--- src/rtl/duration_meter_scheduler.sv ---
// Time-shared period/high-time meter: scans the enabled channels one at a time
// and keeps the last result of every channel in a register bank with a read port.
module duration_meter_scheduler #(
  parameter int unsigned N_CH    = 4,
  parameter int unsigned CNT_W   = 32,
  parameter int unsigned TIMEOUT = 100000000,
  parameter int unsigned AW      = 2
) (
  input  logic             clock,
  input  logic             reset,
  input  logic             start,
  input  logic [N_CH-1:0]  enable_mask,
  input  logic [N_CH-1:0]  sig_in,
  output logic             busy,
  output logic             done,
  input  logic [AW-1:0]    rd_addr,
  output logic [CNT_W-1:0] rd_period,
  output logic [CNT_W-1:0] rd_high,
  output logic             rd_valid,
  output logic [N_CH-1:0]  timeout_flags
);

  localparam int unsigned CH_W = $clog2(N_CH);

  typedef enum logic [2:0] {
    IDLE,
    SELECT,
    ARM,
    MEAS_HIGH,
    MEAS_LOW,
    NEXT,
    DONE
  } state_t;

  state_t            state;
  logic [N_CH-1:0]   sync1;
  logic [N_CH-1:0]   sync2;
  logic [N_CH-1:0]   mask_q;
  logic [N_CH-1:0]   valid;
  logic [CH_W-1:0]   ch;
  logic              prev;
  logic [CNT_W-1:0]  tcnt;
  logic [CNT_W-1:0]  ecnt;
  logic [CNT_W-1:0]  high_q;
  logic [CNT_W-1:0]  bank_period [N_CH];
  logic [CNT_W-1:0]  bank_high   [N_CH];

  logic              sel_c;
  logic              rise_c;
  logic              fall_c;
  logic [CNT_W-1:0]  tcnt_inc_c;
  logic              tmo_c;
  logic [CH_W:0]     first_c;
  logic [CH_W:0]     next_c;

  // Lowest set bit of m at index >= from; MSB of the result flags "found".
  function automatic logic [CH_W:0] pick(input logic [N_CH-1:0] m, input int from);
    logic [CH_W:0] r;
    r = '0;
    for (int i = int'(N_CH) - 1; i >= 0; i--) begin
      if (m[i] && (i >= from)) r = {1'b1, CH_W'(i)};
    end
    return r;
  endfunction

  assign sel_c      = sync2[ch];
  assign rise_c     = sel_c & ~prev;
  assign fall_c     = ~sel_c & prev;
  assign tcnt_inc_c = tcnt + CNT_W'(1);
  assign tmo_c      = (tcnt_inc_c == CNT_W'(TIMEOUT));
  assign first_c    = pick(enable_mask, 0);
  assign next_c     = pick(mask_q, int'(ch) + 1);

  // Scan sequencer, measurement counters and result bank.
  always_ff @(posedge clock or posedge reset) begin
    if (reset) begin
      state         <= IDLE;
      sync1         <= '0;
      sync2         <= '0;
      mask_q        <= '0;
      valid         <= '0;
      timeout_flags <= '0;
      ch            <= '0;
      prev          <= 1'b0;
      tcnt          <= '0;
      ecnt          <= '0;
      high_q        <= '0;
      busy          <= 1'b0;
      done          <= 1'b0;
      for (int i = 0; i < int'(N_CH); i++) begin
        bank_period[i] <= '0;
        bank_high[i]   <= '0;
      end
    end else begin
      sync1 <= sig_in;
      sync2 <= sync1;
      prev  <= sel_c;
      done  <= 1'b0;
      case (state)
        IDLE: begin
          // A start coinciding with the done pulse belongs to the finished scan.
          if (start && !done) begin
            mask_q <= enable_mask;
            busy   <= 1'b1;
            if (!first_c[CH_W]) begin
              state <= DONE;
            end else begin
              ch            <= first_c[CH_W-1:0];
              valid         <= valid & ~enable_mask;
              timeout_flags <= timeout_flags & ~enable_mask;
              state         <= SELECT;
            end
          end
        end
        SELECT: begin
          tcnt  <= '0;
          state <= ARM;
        end
        ARM: begin
          tcnt <= tcnt_inc_c;
          if (tmo_c) begin
            timeout_flags[ch] <= 1'b1;
            bank_period[ch]   <= '0;
            bank_high[ch]     <= '0;
            state             <= NEXT;
          end else if (rise_c) begin
            ecnt  <= CNT_W'(1);
            state <= MEAS_HIGH;
          end
        end
        MEAS_HIGH: begin
          tcnt <= tcnt_inc_c;
          ecnt <= ecnt + CNT_W'(1);
          if (tmo_c) begin
            timeout_flags[ch] <= 1'b1;
            bank_period[ch]   <= '0;
            bank_high[ch]     <= '0;
            state             <= NEXT;
          end else if (fall_c) begin
            high_q <= ecnt;
            state  <= MEAS_LOW;
          end
        end
        MEAS_LOW: begin
          tcnt <= tcnt_inc_c;
          ecnt <= ecnt + CNT_W'(1);
          // Completion takes priority over a timeout in the same cycle.
          if (rise_c) begin
            bank_period[ch] <= ecnt;
            bank_high[ch]   <= high_q;
            valid[ch]       <= 1'b1;
            state           <= NEXT;
          end else if (tmo_c) begin
            timeout_flags[ch] <= 1'b1;
            bank_period[ch]   <= '0;
            bank_high[ch]     <= '0;
            state             <= NEXT;
          end
        end
        NEXT: begin
          if (next_c[CH_W]) begin
            ch    <= next_c[CH_W-1:0];
            state <= SELECT;
          end else begin
            state <= DONE;
          end
        end
        DONE: begin
          done  <= 1'b1;
          busy  <= 1'b0;
          state <= IDLE;
        end
        default: state <= IDLE;
      endcase
    end
  end

  // Registered read port; a same-cycle bank write shows up one cycle later.
  always_ff @(posedge clock or posedge reset) begin
    if (reset) begin
      rd_period <= '0;
      rd_high   <= '0;
      rd_valid  <= 1'b0;
    end else if (32'(rd_addr) < N_CH) begin
      rd_period <= bank_period[CH_W'(rd_addr)];
      rd_high   <= bank_high[CH_W'(rd_addr)];
      rd_valid  <= valid[CH_W'(rd_addr)];
    end else begin
      rd_period <= '0;
      rd_high   <= '0;
      rd_valid  <= 1'b0;
    end
  end

endmodule
--- config.mk ---
export PLATFORM = sky130hd
export DESIGN_NAME = duration_meter_scheduler
export DESIGN_NICKNAME = d
export VERILOG_FILES = /design/src/rtl/duration_meter_scheduler.sv
export SDC_FILE = /design/constraint.sdc
export NUM_CORES = 1
export LEC_CHECK = 0
export CAP_MARGIN = 20
export CELL_PAD_IN_SITES_DETAIL_PLACEMENT = 1
export CELL_PAD_IN_SITES_GLOBAL_PLACEMENT = 1
export CORE_ASPECT_RATIO = 1.75
export CORE_UTILIZATION = 45
export CTS_CLUSTER_SIZE = 28
export DETAILED_ROUTE_END_ITERATION = 6
export PLACE_DENSITY = 0.71
export SYNTH_ARGS = -nofsm -noshare
export SYNTH_HDL_FRONTEND = slang
export SYNTH_SLANG_ARGS = --single-unit
--- constraint.sdc ---
create_clock -name clock -period 19.2 [get_ports clock]
set_input_delay 3.84 -clock clock [delete_from_list [all_inputs] [get_ports clock]]
set_output_delay 3.84 -clock clock [all_outputs]
set_load 0.02 [all_outputs]
* Word level (Yosys, flattened, before mapping)
Index checks and enable logic that the tools add are counted.
Operators by class: equal/unequal tests 17, reduce and logical (&&, ||, !) cells 27, bitwise operators 15, $add $sub $neg 3, magnitude comparators 10, mux-type cells 60
Operators with widths (number):
- 128-bit two-way mux | 4
- 128-bit case mux with 2 select lines | 2
- 128-bit bitwise AND | 2
- 128-bit bitwise mux | 2
- 32-bit two-way mux | 7
- 32-bit binary-select mux with 2-bit select | 2
- 128-bit inverter | 1
- 32-bit case mux with 2 select lines | 2
- 32-bit by 1-bit adder with 32-bit output, second input constant | 2
- 32-bit demux with 2-bit select | 1
- 3-bit two-way mux | 17
- 32-bit by 27-bit == test with 1-bit output, second input constant | 1
- 4-bit two-way mux | 7
- 3-bit case mux with 6 select lines | 1
- 4-bit AND reduction | 4
- 2-bit inequality test, second input constant | 7
- 4-bit case mux with 3 select lines | 1
- 2-bit nonzero test | 6
- 3-bit == test, second input constant | 3
- 3-bit inequality test, second input constant | 3
- 4-bit bitwise AND | 2
- 4-bit OR | 2
- 4-bit case mux with 2 select lines | 1
- 1-bit logical AND | 7
- other kinds (26) | 45
Word-level totals: output and inout port bits 71, logic and storage cells 156, flip-flop bits (word level) 445

* Depth between registers and ports, before layout
depth after elaboration 10, mapped depth 12

* Worst setup path before layout
OpenSTA, ideal clock, no wires.
path type input-to-reg, start in rd_addr[0], end reg rd_period[10], arrival 5.421 ns, setup slack 13.641 ns, buffers on the path 3, required time 19.062 ns, stages on the path 4, path through clkbuf_1 > buf_1 > clkbuf_1 > mux4_2
Between the ends: longest elaborated chain between the ends 4
Ends and longest elaborated chain:
- start: declaration | line 16 | input logic [AW-1:0] rd_addr,
- 2-bit inverter with 3-bit output (implied by the code) | line 185 | rd_period <= bank_period[CH_W'(rd_addr)];
- 32-bit binary-select mux with 2-bit select | line 185
- 32-bit two-way mux (implied by the code) (2 in series) | line 185
- end signal: assignment | line 185
- end: declaration | line 17 | output logic [CNT_W-1:0] rd_period,
No other way between the ends. The select of a mux whose other input is x is not followed. A chain may end at the register's enable or synchronous reset.

==> results.txt <==
For the pin with the worst max-slew slack, the measured transition is 1.10 ns. The die span in x is between 150 and 200 um. Once detail routing completed, the nets flagged for antenna violations numbered 0. Counting flops and latches in the post-synthesis netlist gives 444. Yosys instantiated no cell more often than dfrtp_1. The count of mapped cells out of synthesis came out at 1415.

The number of buffers added on ports came out at 83. After clock tree synthesis, the clock-pin slew on the worst setup and hold paths is ~0.06 ns. The logic gate share of total power is 14.2%.

The antenna diode count is 0. The final HPWL from detailed placement is 28600 um. The worst setup path is captured at an asynchronous set/reset pin. On the critical path, the stage with the largest delay is an instance of buf_12. The signed area change from the synthesized netlist to the final layout came out at 14.1%. The remaining max-slew budget at the tightest pin is 26.5%. The count of hold-fix buffers inserted at cts came out at 0. The average wire per cell in the routed design came out at roughly 24 um. Ranked by instance count, the synthesized netlist is headed by dfrtp_1 (444), a22o_1 (258), clkbuf_1 (80), mux4_2 (66).

The tree is rooted in a clkbuf_16. The summed negative setup slack over all endpoints is 0 ns. Summed over all instances, the cell type with the most area after synthesis is dfrtp_1. The filler-free cell count of the finished design came out at just over 2000. The fraction of post-synthesis cell area in the top cell type by area came out at about three fifths. The number of global-route vias before repair is roughly 14000.

Summing all non-filler instances in the final layout gives an area of between 20000 and 25000 sq um. The clock network fraction of design power came out at between 30% and 40%. The number of buffers added by the clock tree synthesis step is 43. Global routing used 24.3% of the available tracks across all layers. The kind of cell with the highest combined delay along the critical path is buffers and inverters. The max-capacitance violation count came out at 0.

The total standard cell area after synthesis is between 15000 and 20000 sq um. The placement row count came out at 98. The path class of the tightest hold or removal check is register to register.

The main flop type after synthesis is dfrtp_1. Setup repair after global routing left no endpoint under its margin. In this run the worst path has a maximum fanout of 172. The clock sink total is 444. The number of antenna violations at the first check in global routing came out at 0. The nature of the critical path startpoint is an input port. The largest stage delay on the critical path is 0.66 ns. The overall routed net length is 49100 um. The number of setup buffers added after CTS came out at 0. TritonCTS built the clock tree.

Once placement finished, the instance area stood at around 20000 sq um. The share of synthesized registers carrying an async set or reset came out at 100%. The warning count from the yosys run came out at 0.

The final critical delay including setup and external delays came out at 6.00 ns. Routability-driven placement finished with a final weighted congestion of a little over 0.8. The number of setup violations in the final report is 0. Dividing total power by cell area gives a power density of ~100 nW/um^2.

The via count normalized by instance count is 6.16. The number of buffers and inverters on the critical path is 5. The number of remaining DRC errors is 0. The fraction of power consumed by sequential logic is roughly 47%. Yosys mapped a number of flops with a built-in enable equal to 0. The final hold violation count is 0. After synthesis, flip-flops and latches occupy 59.3% of the total area.

The global-route wire length before repair came out at 80000 um. The maximum number of pins on one net before global-route repair came out at 173. The sum of overflow across all layers after global routing came out at 0.

The portion of the clock cycle consumed by the worst path in the final layout came out at a little under a third. The H-tree generated during clock tree synthesis spans 2 levels. Across all layers, the routed design uses 12400 vias. The ratio of cells with drive above 1 in the final layout came out at 16.4%.

The highest clock rate came out at about 170 MHz. The analysis attributes to cell leakage a power of about 9.6 nW. The maximum buffer depth of the clock tree is 3. The number of top-level design ports came out at 84. Traced cell by cell, the critical path runs through clkdlybuf4s50_1 > inv_8 > buf_12 > buf_4 > buf_16.

When the netlist entered floorplanning its net count stood at roughly 1400. The run finished with clean final reports. The internal portion of the total power is 1.59 mW. By area the synthesized netlist is led by dfrtp_1 (59%), a22o_1 (12%), mux4_2 (7.9%). Data on the critical path arrives at its endpoint at 6.72 ns. The first-pass iteration count of the detailed router is 4. For the worst setup path, the data required time is 19.92 ns. In this run, post-CTS repair resized a total of 0 instances.

The count of final max-slew check failures is 0. The total net switching power is 626 uW. The unique cell type count in the Yosys netlist is 68. The placeable core region came out at 41000 sq um.

The die covers 42500 sq um. At the end of the flow, the number of nets in the layout was 1445. The cell count after placement came out at 1933. The overall die height is approximately 270 um. IR analysis of the VDD net gives a maximum drop of 0.0676 mV. Net switching is 28.3% of the power.

The clock insertion delay at the later pin of the skew report is ~0.56 ns. The effective utilization at floorplan is 45.8%. The number of violations reported at the end of detailed-routing iteration 0 came out at roughly 770. The mean post-synth cell area came out at 13.3 sq um. The critical path is of the input port to asynchronous set/reset pin type. The worst clock skew came out at 0.0175 ns.
==> power by group through the flow <==
stage               logic, mW  registers [mW]  clock network [mW]
global route            0.348            1.05               0.907
CTS                     0.320            1.04               0.875
detailed placement      0.319            1.06                   0
floorplan               0.234            1.03                   0
finish                  0.315            1.04               0.857
global placement        0.309            1.06                   0
==> path summary, 6_finish.rpt <==
path	slack (ns)	depth (start not counted)	from	end
worst max-delay path	13.20	5	reset	rd_high[15]
worst min-delay path	0.35	0	sync1[2]	sync2[2]
worst max register to register	14.89	10	tcnt[0]	bank_high[90]
worst min register to register	0.35	0	sync1[2]	sync2[2]
max in group clock	13.74	1	rd_period[26]	rd_period[26]
min in group asynchronous	3.85	2	reset	rd_high[2]
==> metal layers <==
metal	routed length, um	track usage [%]	vias to the layer above
met5	0	0	-
met4	1480	8.46	0
met3	1590	2.91	83
met2	26400	43.3	232
met1	19700	30.3	6734
li1	-	-	5339
==> layout make-up <==
type,count,area [sq um]
clock buffer,65,1350
tap,550,688
fill,4101,19600
multi-input combinational,822,7080
inverter,14,60.1
clock inverter,13,88.8
timing repair buffer,104,1020
sequential,444,11100
==> flip-flops by register name, indices dropped and copies added (netlist names) <==
register / flops
bank_high: 128
bank_period: 128
ecnt: 32
high_q: 32
rd_high: 32
rd_period: 32
tcnt: 32
sync1: 4
sync2: 4
timeout_flags: 4
valid: 4
mask_q: 3
state: 3
ch: 2
busy: 1
done: 1
prev: 1
rd_valid: 1
==> kinds of logic after synthesis <==
family                     share of synthesized area, %
DFF                                                59.3
AOI/OAI and AO/OA                                  17.2
and+or+nand+nor                                    7.69
buffers and inverters                              3.46
muxes                                              10.7
xor gates and xnor gates                           1.49
adders and majority gates                         0.200
==> through the flow <==
stage / power (mW) / worst slack (ns) / util (%) / hold WS, ns
after floorplan: 1.27 / 2.99 / - / 0.331
after global placement: 1.37 / 12.23 / 48.7 / 0.332
after detailed placement: 1.38 / 12.16 / 48.7 / 0.336
after CTS: 2.24 / 12.79 / 52.2 / 0.349
after global routing: 2.30 / 12.82 / 52.2 / 0.362
final: 2.21 / 13.20 / 52.2 / 0.351
==> cell usage in the layout (no fill, tap or decap), types with 8 or more instances in the layout <==
cell type / instances
or3_1: 10
a21oi_1: 22
xnor2_1: 14
a22o_1: 258
nand3_1: 35
o21ai_0: 65
xor2_1: 17
and3_1: 11
nor2_1: 49
mux4_2: 66
nand2_1: 65
nor2_2: 21
mux2_4: 27
nand4_1: 13
clkdlybuf4s50_1: 81
dfrtp_1: 444
o31ai_1: 14
buf_4: 21
clkbuf_8: 17
clkinv_2: 8
and4_1: 8
inv_1: 13
nor3_1: 20
clkbuf_16: 44
==> worst reg2reg max path, cell delays in order, from the launching register on <==
cell and delay (ns):
dfrtp_1 0.48, ha_1 0.31, nand3_1 0.34, nor3_1 0.62, o211ai_1 0.24, a211oi_1 0.33, nand4b_1 0.22, nor4_4 0.78
o21bai_4 0.07, buf_4 0.44, a22o_1 0.37
Note: power is estimated with default switching activity, not from simulation.
